**config.mk**
```make
export PLATFORM = sky130hd
export DESIGN_NAME = node_io_q_flat
export DESIGN_NICKNAME = d
export VERILOG_FILES = /design/src/rtl/node_io_q_pkg.sv /design/src/rtl/node_io_q_if.sv /design/src/rtl/node_io_q_fifo.sv /design/src/rtl/node_io_q.sv /design/src/flat_wrapper.sv
export SDC_FILE = /design/constraint.sdc
export NUM_CORES = 1
export LEC_CHECK = 0
export CAP_MARGIN = 20
export CORE_UTILIZATION = 59
export CTS_CLUSTER_DIAMETER = 200
export DETAILED_ROUTE_END_ITERATION = 10
export PLACE_DENSITY = 0.88
export SKIP_CTS_REPAIR_TIMING = 1
export SYNTH_ARGS = -nofsm -noshare
export SYNTH_HDL_FRONTEND = slang
export SYNTH_HIERARCHICAL = 1
export SYNTH_SLANG_ARGS = --single-unit
```
**constraint.sdc**
```tcl
create_clock -name clk -period 6.1 [get_ports clk]
set_input_delay 0.915 -clock clk [delete_from_list [all_inputs] [get_ports clk]]
set_output_delay 0.915 -clock clk [all_outputs]
set_load 0.01 [all_outputs]
```
**src/rtl/node_io_q_pkg.sv**
```systemverilog
// rtl/node_io_q_pkg.sv - control constants, status indices and message field helpers for node_io_q
package node_io_pkg;

    localparam logic [2:0] CTRL_SEND   = 3'b100;
    localparam logic [2:0] CTRL_RECV   = 3'b010;
    localparam logic [2:0] CTRL_BYPASS = 3'b001;
    localparam logic [2:0] CTRL_IDLE   = 3'b000;

    localparam int STAT_RX_DROP  = 0;
    localparam int STAT_TX_DROP  = 1;
    localparam int STAT_CTRL_ERR = 2;

    // Helpers take messages zero-extended to this width so one function serves every MSG_W.
    localparam int MAX_MSG_W = 64;

    typedef enum logic [1:0] {
        OP_IDLE,
        OP_SEND,
        OP_RECV,
        OP_BYPASS
    } op_e;

    function automatic op_e decode_ctrl(input logic [2:0] ctrl);
        case (ctrl)
            CTRL_SEND:   return OP_SEND;
            CTRL_RECV:   return OP_RECV;
            CTRL_BYPASS: return OP_BYPASS;
            default:     return OP_IDLE;
        endcase
    endfunction

    function automatic logic ctrl_is_legal(input logic [2:0] ctrl);
        return $countones(ctrl) <= 1;
    endfunction

    function automatic logic msg_valid(input logic [MAX_MSG_W-1:0] msg, input int msg_w);
        logic [MAX_MSG_W-1:0] sh;
        sh = msg >> (msg_w - 1);
        return sh[0];
    endfunction

    function automatic logic [MAX_MSG_W-1:0] msg_dest(input logic [MAX_MSG_W-1:0] msg,
                                                      input int payload_w, input int dest_w);
        logic [MAX_MSG_W-1:0] mask;
        mask = (MAX_MSG_W'(1) << dest_w) - MAX_MSG_W'(1);
        return (msg >> payload_w) & mask;
    endfunction

    function automatic logic [MAX_MSG_W-1:0] msg_payload(input logic [MAX_MSG_W-1:0] msg,
                                                         input int payload_w);
        logic [MAX_MSG_W-1:0] mask;
        mask = (MAX_MSG_W'(1) << payload_w) - MAX_MSG_W'(1);
        return msg & mask;
    endfunction

endpackage

```
**src/rtl/node_io_q_if.sv**
```systemverilog
// rtl/node_io_q_if.sv - bus tap, injection, delivery and status signals of one node_io_q instance
interface node_io_q_if #(
    parameter int NUM_NODES = 8,
    parameter int PAYLOAD_W = 16,
    parameter int TXQ_DEPTH = 4,
    parameter int RXQ_DEPTH = 4
);
    localparam int DEST_W = $clog2(NUM_NODES);
    localparam int MSG_W  = 1 + DEST_W + PAYLOAD_W;

    logic [2:0]                   control_in;
    logic [MSG_W-1:0]             msg_in;
    logic [MSG_W-1:0]             inj_msg;
    logic                         inj_valid;
    logic                         inj_ready;
    logic [MSG_W-1:0]             msg_out;
    logic [DEST_W:0]              request_out;
    logic [PAYLOAD_W-1:0]         rx_data;
    logic                         rx_valid;
    logic                         rx_ready;
    logic [$clog2(TXQ_DEPTH):0]   tx_count;
    logic [$clog2(RXQ_DEPTH):0]   rx_count;
    logic [2:0]                   status;

    modport slave (
        input  control_in, msg_in, inj_msg, inj_valid, rx_ready,
        output inj_ready, msg_out, request_out, rx_data, rx_valid, tx_count, rx_count, status
    );

    modport master (
        output control_in, msg_in, inj_msg, inj_valid, rx_ready,
        input  inj_ready, msg_out, request_out, rx_data, rx_valid, tx_count, rx_count, status
    );
endinterface

```
**src/rtl/node_io_q_fifo.sv**
```systemverilog
// rtl/node_io_q_fifo.sv - msg_fifo: power-of-two circular queue with occupancy count
module msg_fifo #(
    parameter int WIDTH = 8,
    parameter int DEPTH = 4
) (
    input  logic                     clk,
    input  logic                     reset,
    input  logic                     i_push,
    input  logic [WIDTH-1:0]         i_push_data,
    input  logic                     i_pop,
    output logic [WIDTH-1:0]         o_head,
    output logic                     o_full,
    output logic                     o_empty,
    output logic [$clog2(DEPTH):0]   o_count
);
    localparam int AW = $clog2(DEPTH);
    localparam int CW = AW + 1;

    logic [WIDTH-1:0] r_mem [DEPTH];
    logic [AW-1:0]    r_wr_ptr;
    logic [AW-1:0]    r_rd_ptr;
    logic [CW-1:0]    r_count;
    logic             w_push_ok;
    logic             w_pop_ok;

    // Full/empty come from registered occupancy, so a same-cycle pop never makes room for a push.
    assign o_full    = (r_count == CW'(DEPTH));
    assign o_empty   = (r_count == '0);
    assign o_count   = r_count;
    assign w_push_ok = i_push & ~o_full;
    assign w_pop_ok  = i_pop & ~o_empty;
    assign o_head    = o_empty ? '0 : r_mem[r_rd_ptr];

    always_ff @(posedge clk or negedge reset) begin
        if (!reset) begin
            r_wr_ptr <= '0;
            r_rd_ptr <= '0;
            r_count  <= '0;
        end else begin
            if (w_push_ok) r_wr_ptr <= r_wr_ptr + AW'(1);
            if (w_pop_ok)  r_rd_ptr <= r_rd_ptr + AW'(1);
            r_count <= r_count + CW'(w_push_ok) - CW'(w_pop_ok);
        end
    end

    always_ff @(posedge clk) begin
        if (w_push_ok) r_mem[r_wr_ptr] <= i_push_data;
    end
endmodule

```
**src/rtl/node_io_q.sv**
```systemverilog
// rtl/node_io_q.sv - queued bus node: control decode, TX push arbitration, msg_out register, sticky status
module node_io_q
    import node_io_pkg::*;
#(
    parameter int NODE_NUMBER = 0,
    parameter int NUM_NODES   = 8,
    parameter int PAYLOAD_W   = 16,
    parameter int TXQ_DEPTH   = 4,
    parameter int RXQ_DEPTH   = 4
) (
    input  logic        clk,
    input  logic        reset,
    node_io_q_if.slave  bus
);
    localparam int DEST_W = $clog2(NUM_NODES);
    localparam int MSG_W  = 1 + DEST_W + PAYLOAD_W;
    localparam int TXC_W  = $clog2(TXQ_DEPTH) + 1;
    localparam int RXC_W  = $clog2(RXQ_DEPTH) + 1;
    localparam logic [DEST_W-1:0] NODE_ADDR = DEST_W'(NODE_NUMBER);

    op_e                    w_op;
    logic                   w_ctrl_err;
    logic                   w_in_valid;
    logic [DEST_W-1:0]      w_in_dest;
    logic [PAYLOAD_W-1:0]   w_in_payload;
    logic                   w_deliver;
    logic                   w_forward;
    logic                   w_inj_ready;
    logic                   w_tx_push;
    logic [MSG_W-1:0]       w_tx_push_data;
    logic                   w_tx_pop;
    logic [MSG_W-1:0]       w_tx_head;
    logic [DEST_W-1:0]      w_tx_dest;
    logic                   w_tx_full;
    logic                   w_tx_empty;
    logic [TXC_W-1:0]       w_tx_count;
    logic [PAYLOAD_W-1:0]   w_rx_head;
    logic                   w_rx_full;
    logic                   w_rx_empty;
    logic [RXC_W-1:0]       w_rx_count;
    logic [MSG_W-1:0]       w_msg_out_nxt;
    logic [2:0]             w_status_set;
    logic [MSG_W-1:0]       r_msg_out;
    logic [2:0]             r_status;

    assign w_op         = decode_ctrl(bus.control_in);
    assign w_ctrl_err   = ~ctrl_is_legal(bus.control_in);
    assign w_in_valid   = msg_valid(MAX_MSG_W'(bus.msg_in), MSG_W);
    assign w_in_dest    = DEST_W'(msg_dest(MAX_MSG_W'(bus.msg_in), PAYLOAD_W, DEST_W));
    assign w_in_payload = PAYLOAD_W'(msg_payload(MAX_MSG_W'(bus.msg_in), PAYLOAD_W));

    assign w_deliver = (w_op == OP_RECV) && w_in_valid && (w_in_dest == NODE_ADDR);
    assign w_forward = (w_op == OP_RECV) && w_in_valid && (w_in_dest != NODE_ADDR);

    // Forwarded traffic owns the single TX write port; local injection waits a cycle.
    assign w_inj_ready    = ~w_tx_full & ~w_forward;
    assign w_tx_push      = w_forward | (bus.inj_valid & w_inj_ready);
    assign w_tx_push_data = w_forward ? bus.msg_in : {1'b1, bus.inj_msg[MSG_W-2:0]};
    assign w_tx_pop       = (w_op == OP_SEND) & ~w_tx_empty;

    msg_fifo #(
        .WIDTH (MSG_W),
        .DEPTH (TXQ_DEPTH)
    ) u_tx_fifo (
        .clk         (clk),
        .reset       (reset),
        .i_push      (w_tx_push),
        .i_push_data (w_tx_push_data),
        .i_pop       (w_tx_pop),
        .o_head      (w_tx_head),
        .o_full      (w_tx_full),
        .o_empty     (w_tx_empty),
        .o_count     (w_tx_count)
    );

    msg_fifo #(
        .WIDTH (PAYLOAD_W),
        .DEPTH (RXQ_DEPTH)
    ) u_rx_fifo (
        .clk         (clk),
        .reset       (reset),
        .i_push      (w_deliver),
        .i_push_data (w_in_payload),
        .i_pop       (bus.rx_ready),
        .o_head      (w_rx_head),
        .o_full      (w_rx_full),
        .o_empty     (w_rx_empty),
        .o_count     (w_rx_count)
    );

    always_comb begin
        w_msg_out_nxt = '0;
        case (w_op)
            OP_SEND:   if (!w_tx_empty) w_msg_out_nxt = w_tx_head;
            OP_BYPASS: w_msg_out_nxt = bus.msg_in;
            default:   w_msg_out_nxt = '0;
        endcase
    end

    always_comb begin
        w_status_set                = '0;
        w_status_set[STAT_CTRL_ERR] = w_ctrl_err;
        w_status_set[STAT_TX_DROP]  = w_forward & w_tx_full;
        w_status_set[STAT_RX_DROP]  = w_deliver & w_rx_full;
    end

    always_ff @(posedge clk or negedge reset) begin
        if (!reset) begin
            r_msg_out <= '0;
            r_status  <= '0;
        end else begin
            r_msg_out <= w_msg_out_nxt;
            r_status  <= r_status | w_status_set;
        end
    end

    assign w_tx_dest       = DEST_W'(msg_dest(MAX_MSG_W'(w_tx_head), PAYLOAD_W, DEST_W));
    assign bus.inj_ready   = w_inj_ready;
    assign bus.msg_out     = r_msg_out;
    assign bus.request_out = w_tx_empty ? '0 : {1'b1, w_tx_dest};
    assign bus.rx_data     = w_rx_head;
    assign bus.rx_valid    = ~w_rx_empty;
    assign bus.tx_count    = w_tx_count;
    assign bus.rx_count    = w_rx_count;
    assign bus.status      = r_status;
endmodule
```
**src/flat_wrapper.sv**
```systemverilog
// flat-port wrapper written by rule: the top's interface ports become plain ports
module node_io_q_flat import node_io_pkg::*;
#(
    parameter int NODE_NUMBER = 0,
    parameter int NUM_NODES   = 8,
    parameter int PAYLOAD_W   = 16,
    parameter int TXQ_DEPTH   = 4,
    parameter int RXQ_DEPTH   = 4
)
  (clk, reset, bus_control_in, bus_msg_in, bus_inj_msg, bus_inj_valid, bus_rx_ready, bus_inj_ready, bus_msg_out, bus_request_out, bus_rx_data, bus_rx_valid, bus_tx_count, bus_rx_count, bus_status);
  node_io_q_if #(.NUM_NODES(NUM_NODES), .PAYLOAD_W(PAYLOAD_W), .TXQ_DEPTH(TXQ_DEPTH), .RXQ_DEPTH(RXQ_DEPTH)) bus_i ();
  input  logic clk;
  input  logic reset;
  input wire logic [$bits(bus_i.control_in)-1:0] bus_control_in;
  input wire logic [$bits(bus_i.msg_in)-1:0] bus_msg_in;
  input wire logic [$bits(bus_i.inj_msg)-1:0] bus_inj_msg;
  input wire logic [$bits(bus_i.inj_valid)-1:0] bus_inj_valid;
  input wire logic [$bits(bus_i.rx_ready)-1:0] bus_rx_ready;
  output wire logic [$bits(bus_i.inj_ready)-1:0] bus_inj_ready;
  output wire logic [$bits(bus_i.msg_out)-1:0] bus_msg_out;
  output wire logic [$bits(bus_i.request_out)-1:0] bus_request_out;
  output wire logic [$bits(bus_i.rx_data)-1:0] bus_rx_data;
  output wire logic [$bits(bus_i.rx_valid)-1:0] bus_rx_valid;
  output wire logic [$bits(bus_i.tx_count)-1:0] bus_tx_count;
  output wire logic [$bits(bus_i.rx_count)-1:0] bus_rx_count;
  output wire logic [$bits(bus_i.status)-1:0] bus_status;
  assign bus_i.control_in = bus_control_in;
  assign bus_i.msg_in = bus_msg_in;
  assign bus_i.inj_msg = bus_inj_msg;
  assign bus_i.inj_valid = bus_inj_valid;
  assign bus_i.rx_ready = bus_rx_ready;
  assign bus_inj_ready = bus_i.inj_ready;
  assign bus_msg_out = bus_i.msg_out;
  assign bus_request_out = bus_i.request_out;
  assign bus_rx_data = bus_i.rx_data;
  assign bus_rx_valid = bus_i.rx_valid;
  assign bus_tx_count = bus_i.tx_count;
  assign bus_rx_count = bus_i.rx_count;
  assign bus_status = bus_i.status;
  node_io_q #(.NODE_NUMBER(NODE_NUMBER), .NUM_NODES(NUM_NODES), .PAYLOAD_W(PAYLOAD_W), .TXQ_DEPTH(TXQ_DEPTH), .RXQ_DEPTH(RXQ_DEPTH)) u_core (.clk(clk), .reset(reset), .bus(bus_i));
endmodule
```
==> key figures <==
Die
  • Placeable Area: 0.0126 sq mm
  • I/O Pins: 98
  • DIE HEIGHT: 116 um
  • Die Wd: 116 um
  • Die area: 0.0134 sq mm
  • # rows: 41
  • Starting Density: 60.7%

Synthesis
  • Gate Count Post-Synth: 391
  • FF+latch count, synth: 181
  • Synth Cell Area: 0.00766 sq mm
  • Sequential fraction of the synthesis area: 68.5%
  • Cell type with the largest total area after synthesis: edfxtp_1
  • Count leader, synth: edfxtp_1
  • Top post-synthesis cells by area: edfxtp_1 56%, dfrtp_1 12%, mux4_2 8.2%
  • Synthesized area per cell: 19.6 sq um
  • EDFF count, synth: 144
  • Post-synth ARST share: 20.4%
  • Synth Flop Type: edfxtp_1
  • Post-synth top area share: 56.4%
  • Yosys cell types: 37
  • Yosys warnings: 6
  • Most instantiated cells after synthesis: 144 x edfxtp_1, 37 x dfrtp_1, 33 x nor2b_1, 28 x mux4_2, 17 x a22o_1

Timing
  • Max Fclk: 0.259 GHz
  • Hold Vio Cnt, Final: 0
  • Fin crit period: 3.86 ns
  • Worst-Margin Slew: 1.15 ns
  • Final setup viols: 0
  • Final max-slew violation count: 0
  • Setup TNS Final: 0 ns
  • RSZ-0062 raised after global routing: false
  • Skew final: 0.00727 ns
  • Slew headroom: 23.6%
  • Part of the cycle the worst path needs: 63.3%

Placed design
  • Count of buffers from port buffering: 96
  • GPL Wtd Cong: 0.714
  • DP Wirelength: 9.53 mm

Global routing
  • Wire length of the first global-routing pass: 23.3 mm
  • GRT overflow: 0
  • Vias in the first global route: 4182
  • Largest net degree at the start of global routing: 38
  • Initial antenna violation count: 0
  • GRT Util Overall: 25.0%

Routing
  • Wire per inst: 22.3 um
  • Drt drc: 0
  • Post-route ant nets: 0
  • Routed vias: 3945
  • Drt first pass iters: 5
  • Vias/cell: 5.78
  • DRT Wirelength: 15.2 mm
  • Number of DRC markers in iteration 0: 389

Min path
  • Min-Delay Path Depth: 1
  • Worst Hold Class: register to register
  • WHS Endpoint: u_core/bus.status[1]
  • Hold Startpoint: u_core/bus.status[1]

Clocking
  • Clock buffer count from CTS: 17
  • H-tree depth: 4
  • CTS clk-pin slew, worst paths: 0.06 ns
  • CTS tree: done
  • CTS max path bufs: 2
  • CTS Sinks: 181
  • Worst skew pair latency: 0.42 ns
  • CTS Root Cell: clkbuf_16

Status
  • Outcome: complete, no violations

Setup path
  • Reg2reg end: u_core/u_tx_fifo/o_count[2]
  • Critical path peak fanout: 22
  • FF-to-FF path depth: 11
  • CP Capture Type: output port
  • Critical Path RT: 5.18 ns
  • Startpoint types: primary input
  • Reg2Reg Setup Slack: 3.29 ns
  • CP arrival: 2.95 ns
  • WS Path Type: primary input to output port
  • Reg-to-reg critical path startpoint: u_core/u_tx_fifo/o_count[1]

Power and ir drop
  • Cell Pwr Density: 429 mW/mm^2
  • Leak: 3.39 nW
  • Part of the power in combinational logic: 30.8%
  • Internal: 2.86 mW
  • Switch share: 28.2%
  • Psw: 1.12 mW
  • Peak VDD IR: 0.307 mV
  • Reg power frac: 43.2%
  • Clk network pwr share: 26.0%

Cells and area
  • Finished Core Util: 73.7%
  • Diodes inserted: 0
  • Ratio of cells with drive above 1 in the final layout: 19.4%
  • Area delta synth->final: 21.3%
  • Nets: 560

Flow run
  • MaxCap Viol Count: 0
==> layout make-up <==
| type | count | area, sq um |
|---|---|---|
| well taps | 172 | 215 |
| inverters | 16 | 60.1 |
| repair buffers | 101 | 993 |
| clock inverters | 9 | 105 |
| clock buffers | 23 | 458 |
| flip-flops and latches | 181 | 5250 |
| multi-input cells | 181 | 2210 |
| fillers | 763 | 3320 |
==> worst max-delay path: stages <==
cell             delay (ns)
clkdlybuf4s50_1        0.70
and4bb_4               0.32
o31a_4                 0.43
nor2_1                 0.08
clkdlybuf4s50_1        0.49
==> how the worst max path moves through the flow <==
| stage | start | end | slack (ns) |
|---|---|---|---|
| 2_1_floorplan | bus_control_in[1] | u_core/u_tx_fifo/o_count[2] | 2.94 |
| 3_3_place_gp | bus_control_in[1] | u_core/u_rx_fifo/o_count[2] | 2.10 |
| 3_5_place_dp | bus_control_in[1] | u_core/u_tx_fifo/o_count[2] | 1.99 |
| 4_1_cts | bus_control_in[1] | bus_inj_ready | 2.24 |
| 5_1_grt | bus_control_in[1] | u_core/u_rx_fifo/o_count[2] | 2.11 |
| 6_report | bus_control_in[1] | bus_inj_ready | 2.24 |
==> power by group through the flow <==
stage | clock [mW] | combinational (mW) | sequential (mW)
after floorplan | 0 | 0.843 | 1.65
after global placement | 0 | 1.18 | 1.73
after detailed placement | 0 | 1.22 | 1.75
after CTS | 1.05 | 1.24 | 1.73
after global routing | 1.10 | 1.32 | 1.75
final | 1.03 | 1.23 | 1.72
==> cell families after synthesis <==
family | share of synthesized area, %
buffers and inverters | 2.79
muxes | 14.7
and+or+nand+nor | 7.20
adders and majority gates | 2.65
AOI/OAI and AO/OA | 2.94
other | 0.0489
DFF | 68.5
xor gates and xnor gates | 1.14
==> metrics by stage <==
| stage | power [mW] | hold slack [ns] | std cells | area [sq um] | worst slack, ns |
|---|---|---|---|---|---|
| after floorplan | 2.49 | 0.493 | 394 | 7670 | 2.94 |
| after global placement | 2.91 | 0.441 | 651 | 8730 | 2.10 |
| after detailed placement | 2.97 | 0.451 | 651 | 8730 | 1.99 |
| after CTS | 4.01 | 0.474 | 683 | 9300 | 2.24 |
| after global routing | 4.17 | 0.480 | 683 | 9300 | 2.11 |
| final | 3.98 | 0.468 | 683 | 9300 | 2.24 |
==> layer usage <==
layer,up-vias,GRT usage (%),part of all wire [%]
met3,31,4.97,5.8
met2,175,42.3,53
met1,2019,31.4,39
met5,-,0,0
met4,0,11.5,2.7
li1,1720,-,-
==> registers in the layout, summed over array words and instances, names as in the netlist, 3 cells and up <==
register,cells
u_core/u_tx_fifo/o_count,3
u_core/u_tx_fifo/r_mem,80
u_core/u_rx_fifo/r_mem,64
u_core/bus.status,3
u_core/bus.msg_out,20
u_core/u_rx_fifo/o_count,3
==> layout by cell type, fill, tap and decap left out, types with 5 or more instances in the layout <==
cell / Yosys / routed
edfxtp_1: 144 / 144
nor2_1: 6 / 6
nor2b_1: 33 / 33
mux2_4: 16 / 16
nor2b_4: 8 / 8
ha_1: 13 / 13
mux4_2: 28 / 28
dfrtp_1: 37 / 37
clkdlybuf4s50_1: 0 / 95
and2_1: 8 / 8
mux4_1: 8 / 8
buf_4: 2 / 5
clkbuf_1: 2 / 5
inv_1: 16 / 16
a22o_1: 17 / 17
clkbuf_16: 0 / 17
xnor2_1: 6 / 6
No activity file was read; power rests on OpenSTA's default activity.
